### src/rtl/sw_led_pkg.sv
// Shared definitions for the switch-to-LED controller: display mode encoding.
package sw_led_pkg;

  typedef logic [1:0] mode_t;

  localparam mode_t MODE_ONEHOT = 2'd0;
  localparam mode_t MODE_THERM  = 2'd1;
  localparam mode_t MODE_BLINK  = 2'd2;
  localparam mode_t MODE_OFF    = 2'd3;

endpackage

### src/rtl/sw_debounce.sv
// Two-flop synchroniser plus whole-vector debouncer; emits the accepted code
// and a one-cycle strobe on the edge where that code changes.
module sw_debounce
  import sw_led_pkg::*;
#(
  parameter int N_SW       = 3,
  parameter int DEB_CYCLES = 4
) (
  input  logic            clk,
  input  logic            rst,
  input  logic [N_SW-1:0] sw,
  output logic [N_SW-1:0] stable,
  output logic            update
);

  localparam int CW = (DEB_CYCLES > 1) ? $clog2(DEB_CYCLES) : 1;
  localparam logic [CW-1:0] CNT_LAST = CW'(DEB_CYCLES - 1);

  logic [N_SW-1:0] sync1_r;
  logic [N_SW-1:0] sync2_r;
  logic [N_SW-1:0] cand_r;
  logic [N_SW-1:0] stable_r;
  logic [CW-1:0]   cnt_r;
  logic            update_r;

  // Synchronise the raw switches and accept a code only after it has held for DEB_CYCLES edges.
  always_ff @(posedge clk) begin
    if (rst) begin
      sync1_r  <= {N_SW{1'b0}};
      sync2_r  <= {N_SW{1'b0}};
      cand_r   <= {N_SW{1'b0}};
      stable_r <= {N_SW{1'b0}};
      cnt_r    <= {CW{1'b0}};
      update_r <= 1'b0;
    end else begin
      sync1_r  <= sw;
      sync2_r  <= sync1_r;
      update_r <= 1'b0;
      if (sync2_r != cand_r) begin
        cand_r <= sync2_r;
        cnt_r  <= {CW{1'b0}};
      end else if (cand_r != stable_r) begin
        if (cnt_r == CNT_LAST) begin
          stable_r <= cand_r;
          cnt_r    <= {CW{1'b0}};
          update_r <= 1'b1;
        end else begin
          cnt_r <= cnt_r + 1'b1;
        end
      end else begin
        // Candidate matches the accepted code again: nothing pending.
        cnt_r <= {CW{1'b0}};
      end
    end
  end

  assign stable = stable_r;
  assign update = update_r;

endmodule

### src/rtl/sw_led_ctrl.sv
// Switch-to-LED controller: debounced switch code decoded onto 2^N_SW LEDs
// in one-hot, thermometer, blinking one-hot or off mode.
module sw_led_ctrl
  import sw_led_pkg::*;
#(
  parameter int N_SW       = 3,
  parameter int DEB_CYCLES = 4,
  parameter int BLINK_DIV  = 8
) (
  input  logic                 clk,
  input  logic                 rst,
  input  logic [N_SW-1:0]      sw,
  input  mode_t                mode,
  output logic [(1<<N_SW)-1:0] led,
  output logic [N_SW-1:0]      code,
  output logic                 change
);

  localparam int LEDS = 1 << N_SW;
  localparam int DW   = (BLINK_DIV > 1) ? $clog2(BLINK_DIV) : 1;
  localparam logic [DW-1:0] DIV_LAST = DW'(BLINK_DIV - 1);

  logic [N_SW-1:0] stable_s;
  logic            update_s;
  logic [LEDS-1:0] onehot_s;
  logic [LEDS-1:0] led_next_s;
  logic [DW-1:0]   div_r;
  logic            phase_r;
  logic [LEDS-1:0] led_r;
  logic            change_r;

  sw_debounce #(
    .N_SW      (N_SW),
    .DEB_CYCLES(DEB_CYCLES)
  ) u_debounce (
    .clk   (clk),
    .rst   (rst),
    .sw    (sw),
    .stable(stable_s),
    .update(update_s)
  );

  assign onehot_s = {{(LEDS-1){1'b0}}, 1'b1} << stable_s;

  // Select the next LED pattern from the current code, mode and blink phase.
  always_comb begin
    led_next_s = {LEDS{1'b0}};
    case (mode)
      MODE_ONEHOT: led_next_s = onehot_s;
      MODE_THERM: begin
        for (int i = 0; i < LEDS; i++) begin
          led_next_s[i] = (N_SW'(i) <= stable_s);
        end
      end
      MODE_BLINK:  led_next_s = phase_r ? onehot_s : {LEDS{1'b0}};
      MODE_OFF:    led_next_s = {LEDS{1'b0}};
      default:     led_next_s = {LEDS{1'b0}};
    endcase
  end

  // Blink divider, LED register and change pulse; change lines up with the led update.
  always_ff @(posedge clk) begin
    if (rst) begin
      div_r    <= {DW{1'b0}};
      phase_r  <= 1'b0;
      led_r    <= {LEDS{1'b0}};
      change_r <= 1'b0;
    end else begin
      if (div_r == DIV_LAST) begin
        div_r   <= {DW{1'b0}};
        phase_r <= ~phase_r;
      end else begin
        div_r <= div_r + 1'b1;
      end
      led_r    <= led_next_s;
      change_r <= update_s;
    end
  end

  assign led    = led_r;
  assign code   = stable_s;
  assign change = change_r;

endmodule

### config.mk
export PLATFORM = sky130hd
export DESIGN_NAME = sw_led_ctrl
export DESIGN_NICKNAME = d
export VERILOG_FILES = /design/src/rtl/sw_led_pkg.sv /design/src/rtl/sw_debounce.sv /design/src/rtl/sw_led_ctrl.sv
export SDC_FILE = /design/constraint.sdc
export NUM_CORES = 1
export LEC_CHECK = 0
export ABC_AREA = 1
export CORE_MARGIN = 1
export CORE_UTILIZATION = 45
export CTS_CLUSTER_SIZE = 12
export DETAILED_ROUTE_END_ITERATION = 10
export HOLD_SLACK_MARGIN = 0.12
export PLACE_DENSITY = 0.66
export SYNTH_ARGS = -nofsm -noshare
export SYNTH_HDL_FRONTEND = slang
export SYNTH_HIERARCHICAL = 1
export SYNTH_SLANG_ARGS = --single-unit
### constraint.sdc
create_clock -name clk -period 1.4 [get_ports clk]
set_input_delay 0.28 -clock clk [delete_from_list [all_inputs] [get_ports clk]]
set_output_delay 0.28 -clock clk [all_outputs]
set_load 0.01 [all_outputs]
**Yosys cells after proc, flatten, opt, wreduce, memory -nomap -nowiden**

Cells that the tools add are included.

- Register bits: 28
- Input port bits: 7
- Output and inout bits: 12
- Word-level logic and storage cells: 39

- Add/sub/neg operators: 2
- Magnitude comparators: 8
- Equality and inequality tests: 7
- Shift operators: 1
- Multiplexer cells: 3
- Bitwise logic cells: 3
- Reductions and logical operators: 5

Operators by type and width:

| kind | number |
|---|---|
| one-hot mux 8 bit (4 select lines) | 1 |
| less-or-equal comparator 3 bit, first input constant | 4 |
| two-way mux 8 bit | 1 |
| left shift 1 x 3 -> 8 bit, first input constant | 1 |
| == test 2 bit, second input constant | 3 |
| less-or-equal comparator 1 x 3 -> 1 bit, first input constant | 2 |
| less-or-equal comparator 2 x 3 -> 1 bit, first input constant | 2 |
| inequality test 3 bit | 2 |
| OR reduction 4 bit | 1 |
| adder 3 x 1 -> 3 bit, second input constant | 1 |
| == test 3 bit, second input constant | 1 |
| NOT 1 bit | 3 |
| AND reduction 3 bit | 1 |
| OR reduction 3 bit | 1 |
| adder 2 x 1 -> 2 bit, second input constant | 1 |
| == test 2 x 1 -> 1 bit, second input constant | 1 |
| logical NOT 2 bit | 1 |
| OR reduction 2 bit | 1 |
| two-way mux 1 bit | 1 |

**Depth between registers and ports, before layout**

Gate-level depths: netlist (run 1).

- Word-level depth: 3
- Mapped depth: 8

**Cells and area by module**

The synthesis (run 1) kept the hierarchy.

By module, submodules not included:

| module | times used | cells each | area each (um2) | seq. area each (um2) |
|---|---|---|---|---|
| sw_debounce | 1 | 87 | 615.6 | 300.3 |
| sw_led_ctrl | 1 | 62 | 501.7 | 260.2 |

**Worst setup path after synthesis (run 1)**

Ideal clock, no wire load.

- Path kind: register to register
- From: register u_debounce.stable_r[1], in the netlist u_debounce/stable[1]
- To: register u_debounce.stable_r[0], in the netlist u_debounce/stable[0]
- Library setup time: 0.064 ns
- Data arrival time: 1.075 ns
- Required time: 1.336 ns
- Setup slack: 0.261 ns
- Stages on the path, launching flop included: 9
- Period minus slack after synthesis: 1.139 ns
- Cells stage by stage: dfxtp_1 inv_1 nand2_1 nand2_1 nand3_2 nand4_2 nand2_1 inv_1 nor2_1

- Cells in the longest elaborated chain, start to end: 2

Ends and longest elaborated chain:

| item | line | RTL |
|---|---|---|
| start: declaration | sw_debounce.sv:22 | `logic [N_SW-1:0] stable_r;` |
| start signal: assignment | sw_debounce.sv:32 | `stable_r <= {N_SW{1'b0}};` |
| start signal: assignment | sw_debounce.sv:44 | `stable_r <= cand_r;` |
| inequality test 3 bit | sw_debounce.sv:42 | `end else if (cand_r != stable_r) begin` |
| AND reduction 3 bit (no line) | n/a |  |

Every way passes these cells.
A chain may end at the register's enable or synchronous reset.

**Worst setup path after layout (run 1)**

- From: register u_debounce.stable_r[1], in the netlist u_debounce/stable[1]
- To: output port code[1]

RTL lines:

| item | line | RTL |
|---|---|---|
| end: declaration | sw_led_ctrl.sv:15 | `output logic [N_SW-1:0] code,` |

No word-level cell between the ends.

==> impl_results.md, run 1 <==
- Final nets: 186
- Hold/Removal Path Class: register to register
- Vias: slightly above 900
- Pin count of the biggest net entering global routing: 16
- Die area: 2686 um2
- Status: complete, no violations
- Slowest CP cell: dfxtp_4
- CTS tree: yes
- GRT Util Overall: 0.1662
- Worst-skew pair later-pin latency: 320 ps
- Kind of critical path: register to primary output
- Period utilization: 0.9006
- Critical path, cell by cell: dlygate4sd2_1
- Core Region: between 2000 and 2500 um2
- Fmax: ~790 MHz
- H-Tree Depth: 1
- Drt first-iter violations: 7
- Synth-to-Final Area Change: 24.64%
- Final wirelength: 1.916 mm
- Most frequent cells in the layout: nand2_1 (35), dfxtp_1 (26), inv_1 (24), nor2_1 (24), dlygate4sd2_1 (12)
- Ports: 19
- Finished Layout Cells: a little over 200
- Setup crit start kind: register
- GPL Wtd Cong: just over 0.8
- Global-route wire length before repair: 3.201 mm
- Slew headroom: 0.8024
- Overall die width: 51.83 um
- Area of the multi-input gates: ~440 um2
- Cell variety after synth: 18
- Worst Path Max Fanout: 4
- Flip-flop and latch area: 565.5 um2
- Syn nets: 159
- Cts bufs inserted: 3
- Post-synthesis sequential area ratio: 0.5017
- CP delay by family, top: flip-flops
- Power Dens Cells: between 900 and 1000 nW/um2
- Final Instance Area: ~1400 um2
- Crit path DAT: 980 ps
- Setup_tns: 0 ps
- Final hold vios: 0
- CP Data Required Time: approximately 1100 ps
- Final setup fails: 0
- RSZ-0062 raised after global routing: no
- Dpl cell area: 1366 um2
- Max cap viols: 0
- Cell Rows: 17
- Minimum clock period: 1261 ps
- Die height: 51.83 um
- DRC Markers: 0
- Leakage: around 0.69 nW
- # clock sinks: 28
- DRT antenna net count: 0
- Synth Warn #: 6
- Slowest cell delay on critical path: 390 ps
- Setup Fix Bufs, Post-CTS: 0
- Slew Limit Fails: 0
- Most common cell after layout, fill and taps aside: nand2_1
- Synthesized instance count: 149
- Fillers: 225
- Worst slew pin tran: about 300 ps
- Root Driver: clkbuf_4
- Antenna violations before repair: 0
- Layout cell share with drive strength beyond 1: 0.1486
- Placed instance count: 199
- Clock Skew: between 6 and 7 ps
- Starting density of the core: 0.4909
- CTS clock-pin slew for the worst setup and hold paths: ~150 ps
- Max Root-Sink Buffers: 2
- Port Buffers: 18
- Overflow after GRT: 0
- Syn_area_per_cell: 7.499 um2
- Setup crit end kind: primary output
- Vias/cell: 4.606
- Vias in the first global route: ~840
- DR WL/cell: 9.438 um
- Pre-Repair DR Iteration Count: 4
- DP Wirelength: roughly 1.5 mm
- Buf/Inv on CP: 1
- Mapped cell area: about 1100 um2
- N_diodes: 0
- Post-synthesis register bit count: 28
- Worst-case vdd ir drop: a little over 0.7 mV
[worst min-delay path: cells and delay by family (launching register included)]
family / cells / cell delay, ps
flops: 1 / 320
simple gates: 1 / 30
buf+inv: 1 / 40
[power by group]
group	leakage [nW]	switching [mW]	internal [mW]	total (mW)
clock network	0.0210	0.229	0.159	0.389
logic	0.439	0.0569	0.0451	0.102
registers	0.229	0.00933	0.816	0.825
[Yosys cell counts, drive strengths merged]
cell	n	area [um2]
xnor2	2	17.52
clkbuf	1	3.750
inv	29	108.9
a21oi	7	42.54
o21ai	2	10.01
ha	3	37.54
nand3	7	40.04
nand4	4	31.28
dfxtp	28	560.5
nand2	37	143.9
nor2	28	115.1
or2	1	6.260
[registers in the layout, indices dropped and copies added (netlist names)]
register / cells
led: 8
u_debounce/sync2_r: 3
u_debounce/sync1_r: 3
u_debounce/cand_r: 3
phase_r: 1
u_debounce/cnt_r: 2
div_r: 3
change: 1
u_debounce/stable: 3
u_debounce/update: 1
[what timing repair did]
item | in CTS | in global routing
setup endpoints to repair | 12 | 0
resized for setup | 15 | 0
hold buffers | 0 | 0
[worst paths after layout]
kind | from | to | slack (ps) | cells after the start
worst max-delay path | u_debounce/stable[1] | code[1] | 140 | 1
worst min register to register | u_debounce/sync1_r[1] | u_debounce/sync2_r[1] | 410 | 2
worst min-delay path | u_debounce/sync1_r[1] | u_debounce/sync2_r[1] | 410 | 2
worst max register to register | u_debounce/stable[2] | u_debounce/stable[0] | 170 | 9
[metal layers]
metal  global-route usage  up-vias  routed length, um
met5                    0        -                  0
met4              0.08108        0                 17
met3              0.03509        2                 67
met2               0.3226       16               1022
met1               0.1615      419                808
li1                     -      498                  -
[metrics by stage]
step                power (mW)  hold WS, ps  worst slack [ps]    util
global placement        0.9444        393.3             85.61  0.6003
CTS                      1.338        416.2             114.8  0.6119
global route             1.381        432.5             47.34  0.6119
detailed placement      0.9485        396.8             86.38  0.6003
floorplan               0.9068        342.4             260.9       -
finish                   1.316        410.5             139.2  0.6119
[area by class of cell]
class                           count  area share
Tap cell                           28     0.02516
Multi-Input combinational cell     91      0.3190
Sequential cell                    28      0.4061
Clock buffer                        4     0.02606
Inverter                           29     0.07817
Timing Repair Buffer               23      0.1456
[cells by family after synthesis]
kind of cell / after synthesis / synth area share
buffers and inverters: 30 / 0.1008
AO/OA/AOI/OAI: 9 / 0.04703
adder cells (fa/ha/maj): 3 / 0.03360
flip-flops: 28 / 0.5017
AND/OR/NAND/NOR: 77 / 0.3012
XOR/XNOR: 2 / 0.01568
No activity file was read; power rests on OpenSTA's default activity.
==> run 2: changes to the inputs <==
Settings changed: DONT_BUFFER_PORTS set to 1, HOLD_SLACK_MARGIN 0.12 to unset, PLACE_DENSITY 0.66 to 0.57.
==> run 2 against run 1 <==
  * Non-clock buffer count shrank 19
  * Hold slack lost 370 ps
  * Die area is the same
  * Critical path depth unchanged
  * Global-route usage decreased by 0.85 points
  * Final cell count decreased by 9.4%
  * Clock power increased by 35%
  * Setup slack better by 95 ps
  * Clock-buffer cell count decreased by 1
  * Critical endpoint is now code[0]
  * Largest cell class unchanged
==> impl_results.md, run 2 (same netlist as run 1, synthesis figures left out) <==
- Ports: 19 (unchanged)
- GPL Wtd Cong: 0.8967 (+10%)
- Cell Rows: 17 (unchanged)
- Crit path DAT: 890 ps (-90 ps)
- Finished Layout Cells: 184 (-9.4%)
- Vias: 876 (-6.3%)
- Power Dens Cells: 1161 nW/um2 (+23%)
- CTS tree: yes
- Max cap viols: 0 (unchanged)
- DRC Markers: 0 (unchanged)
- Setup Fix Bufs, Post-CTS: 0 (unchanged)
- Core Region: 2276 um2 (unchanged)
- Switching part of the total: 0.2070 (-0.01764)
- # clock sinks: 28 (unchanged)
- CTS clock-pin slew for the worst setup and hold paths: 150 ps (about the same)
- CP delay by family, top: flip-flops
- Reg2Reg Depth: 8 (-1)
- Setup_tns: 0 ps (unchanged)
- Max Root-Sink Buffers: 2 (unchanged)
- Global-route wire length before repair: 3.070 mm (-4.1%)
- Most frequent cells in the layout: nand2_1 (35), dfxtp_1 (28), inv_1 (24), nor2_1 (24), nand3_1 (6)
- H-Tree Depth: 1 (unchanged)
- Minimum clock period: 1166 ps (-94.98 ps)
- GRT Util Overall: 0.1577 (-0.008485)
- Worst-case vdd ir drop: 0.8142 mV (+13%)
- Antenna violations before repair: 0 (unchanged)
- Kind of critical path: register to primary output
- Most common cell after layout, fill and taps aside: nand2_1
- Wire length on met1: 847 um (+4.8%)
- Drt first-iter violations: 35 (+28)
- Logic pwr share: 0.055 (-0.023)
- Total stage count of the critical path: 1 (unchanged)
- Slew Limit Fails: 0 (unchanged)
- P_int: 1.136 mW (+11%)
- Die height: 51.83 um (unchanged)
- Beginning of the worst hold path: sw[2]
- Vias in the first global route: 705 (-16%)
- Pwr Total: 1.432 mW (+8.9%)
- Top Metal Used: met4
- N_diodes: 0 (unchanged)
- Final Util: 0.5421 (-0.06982)
- Slew headroom: 0.6045 (-0.1980)
- Leakage: 0.5689 nW (-18%)
- Min setup slack post-route: 234.2 ps (+94.98 ps)
- Wire length on met3: 120 um (+79%)
- Reg2Reg Setup Slack: 240 ps (+70 ps)
- Starting density of the core: 0.4909 (unchanged)
- Pin count of the biggest net entering global routing: 17 (+1)
- Fillers: 206 (-8.4%)
- Final setup fails: 0 (unchanged)
- Final hold vios: 0 (unchanged)
- Hold/Removal Path Class: input port to register
- Setup slack at placement: 254.9 ps (+168.5 ps)
- CP Data Required Time: 1120 ps (about the same)
- Slowest CP cell: dfxtp_1
- RSZ-0062 raised after global routing: no
- Seq pwr share: 0.578 (-0.049)
- Buf/Inv on CP: 1 (unchanged)
- Worst slew pin tran: 591.3 ps (+295.9 ps)
- Max reg flops: 8 (unchanged)
- Critical R2R Launch: u_debounce/stable[1]
- Overall die width: 51.83 um (unchanged)
- Layout cell share with drive strength beyond 1: 0.1410 (-0.007546)
- Hold endpoint: u_debounce/sync1_r[2]
- Critical path, cell by cell: buf_4
- Sw power: 0.2966 mW (+0.31%)
- Setup crit start kind: register
- Die area: 2686 um2 (unchanged)
- Clock Skew: 5.538 ps (-1.335 ps)
- Fmax: 857.8 MHz (+8.1%)
- Hold-fix buffer count after cts: 1 (+1)
- Placed instance count: 179 (-10%)
- DR WL/cell: 9.793 um (+3.8%)
- Worst hold stages: 2 (unchanged)
- Root Driver: clkbuf_4
- Vias/cell: 4.761 (+3.4%)
- Synth-to-Final Area Change: 10.41%
- Final nets: 167 (-10%)
- CTS resizes: 0 (-15)
- Setup crit end kind: primary output
- Period utilization: 0.8327 (-0.06784)
- Overflow after GRT: 0 (unchanged)
- Met2 wire length: 822 um (-20%)
- Worst-skew pair later-pin latency: 330 ps (about the same)
- Port Buffers: 0 (-18)
- DP Wirelength: 1.340 mm (-9.3%)
- Pre-Repair DR Iteration Count: 4 (unchanged)
- Final wirelength: 1.802 mm (-5.9%)
- Worst Path Max Fanout: 7 (+3)
- Worst R2R End: u_debounce/stable[2]
- Clk pwr share: 0.367 (+0.072)
- DRT antenna net count: 0 (unchanged)
- Cts bufs inserted: 3 (unchanged)
- Status: complete, no violations
- Slowest cell delay on critical path: 380 ps (about the same)
==> run 2: cell type report <==
class / count / area (um2) / area share
Tap cell: 28 / 35.03 / 0.02840
Inverter: 29 / 108.9 / 0.08824
Sequential cell: 28 / 560.5 / 0.4544
Multi-Input combinational cell: 91 / 444.2 / 0.3600
Clock buffer: 3 / 22.52 / 0.01826
Clock inverter: 1 / 30.03 / 0.02434
Timing Repair Buffer: 4 / 32.53 / 0.02637
==> run 2: power groups by stage <==
| stage | Sequential, mW | Clock, mW | Combinational (mW) |
|---|---|---|---|
| after global routing | 0.831 | 0.576 | 0.0935 |
| after global placement | 0.845 | 0 | 0.0675 |
| after floorplan | 0.844 | 0 | 0.0631 |
| after detailed placement | 0.846 | 0 | 0.0705 |
| final | 0.828 | 0.526 | 0.0786 |
| after CTS | 0.828 | 0.547 | 0.0796 |
==> run 2: how the worst max path moves through the flow <==
stage | from | to
3_5_place_dp | u_debounce/stable[1] | u_debounce/stable[2]
2_1_floorplan | u_debounce/stable[1] | u_debounce/stable[0]
6_report | u_debounce/stable[0] | code[0]
5_1_grt | u_debounce/stable[1] | u_debounce/stable[2]
4_1_cts | u_debounce/stable[1] | u_debounce/stable[2]
3_3_place_gp | u_debounce/cand_r[2] | u_debounce/stable[2]
==> run 2: layer usage <==
layer / track usage / vias to the layer above
met1: 0.1960 / 388
met4: 0.04054 / 0
met2: 0.2479 / 25
li1: - / 461
met5: 0 / -
met3: 0.06725 / 2
==> run 2: per-stage QoR <==
stage,area [um2],hold slack (ps)
after detailed placement,1171,346.4
after global placement,1171,346.5
after floorplan,1117,342.4
after CTS,1234,20.12
after global routing,1234,5.967
final,1234,37.29
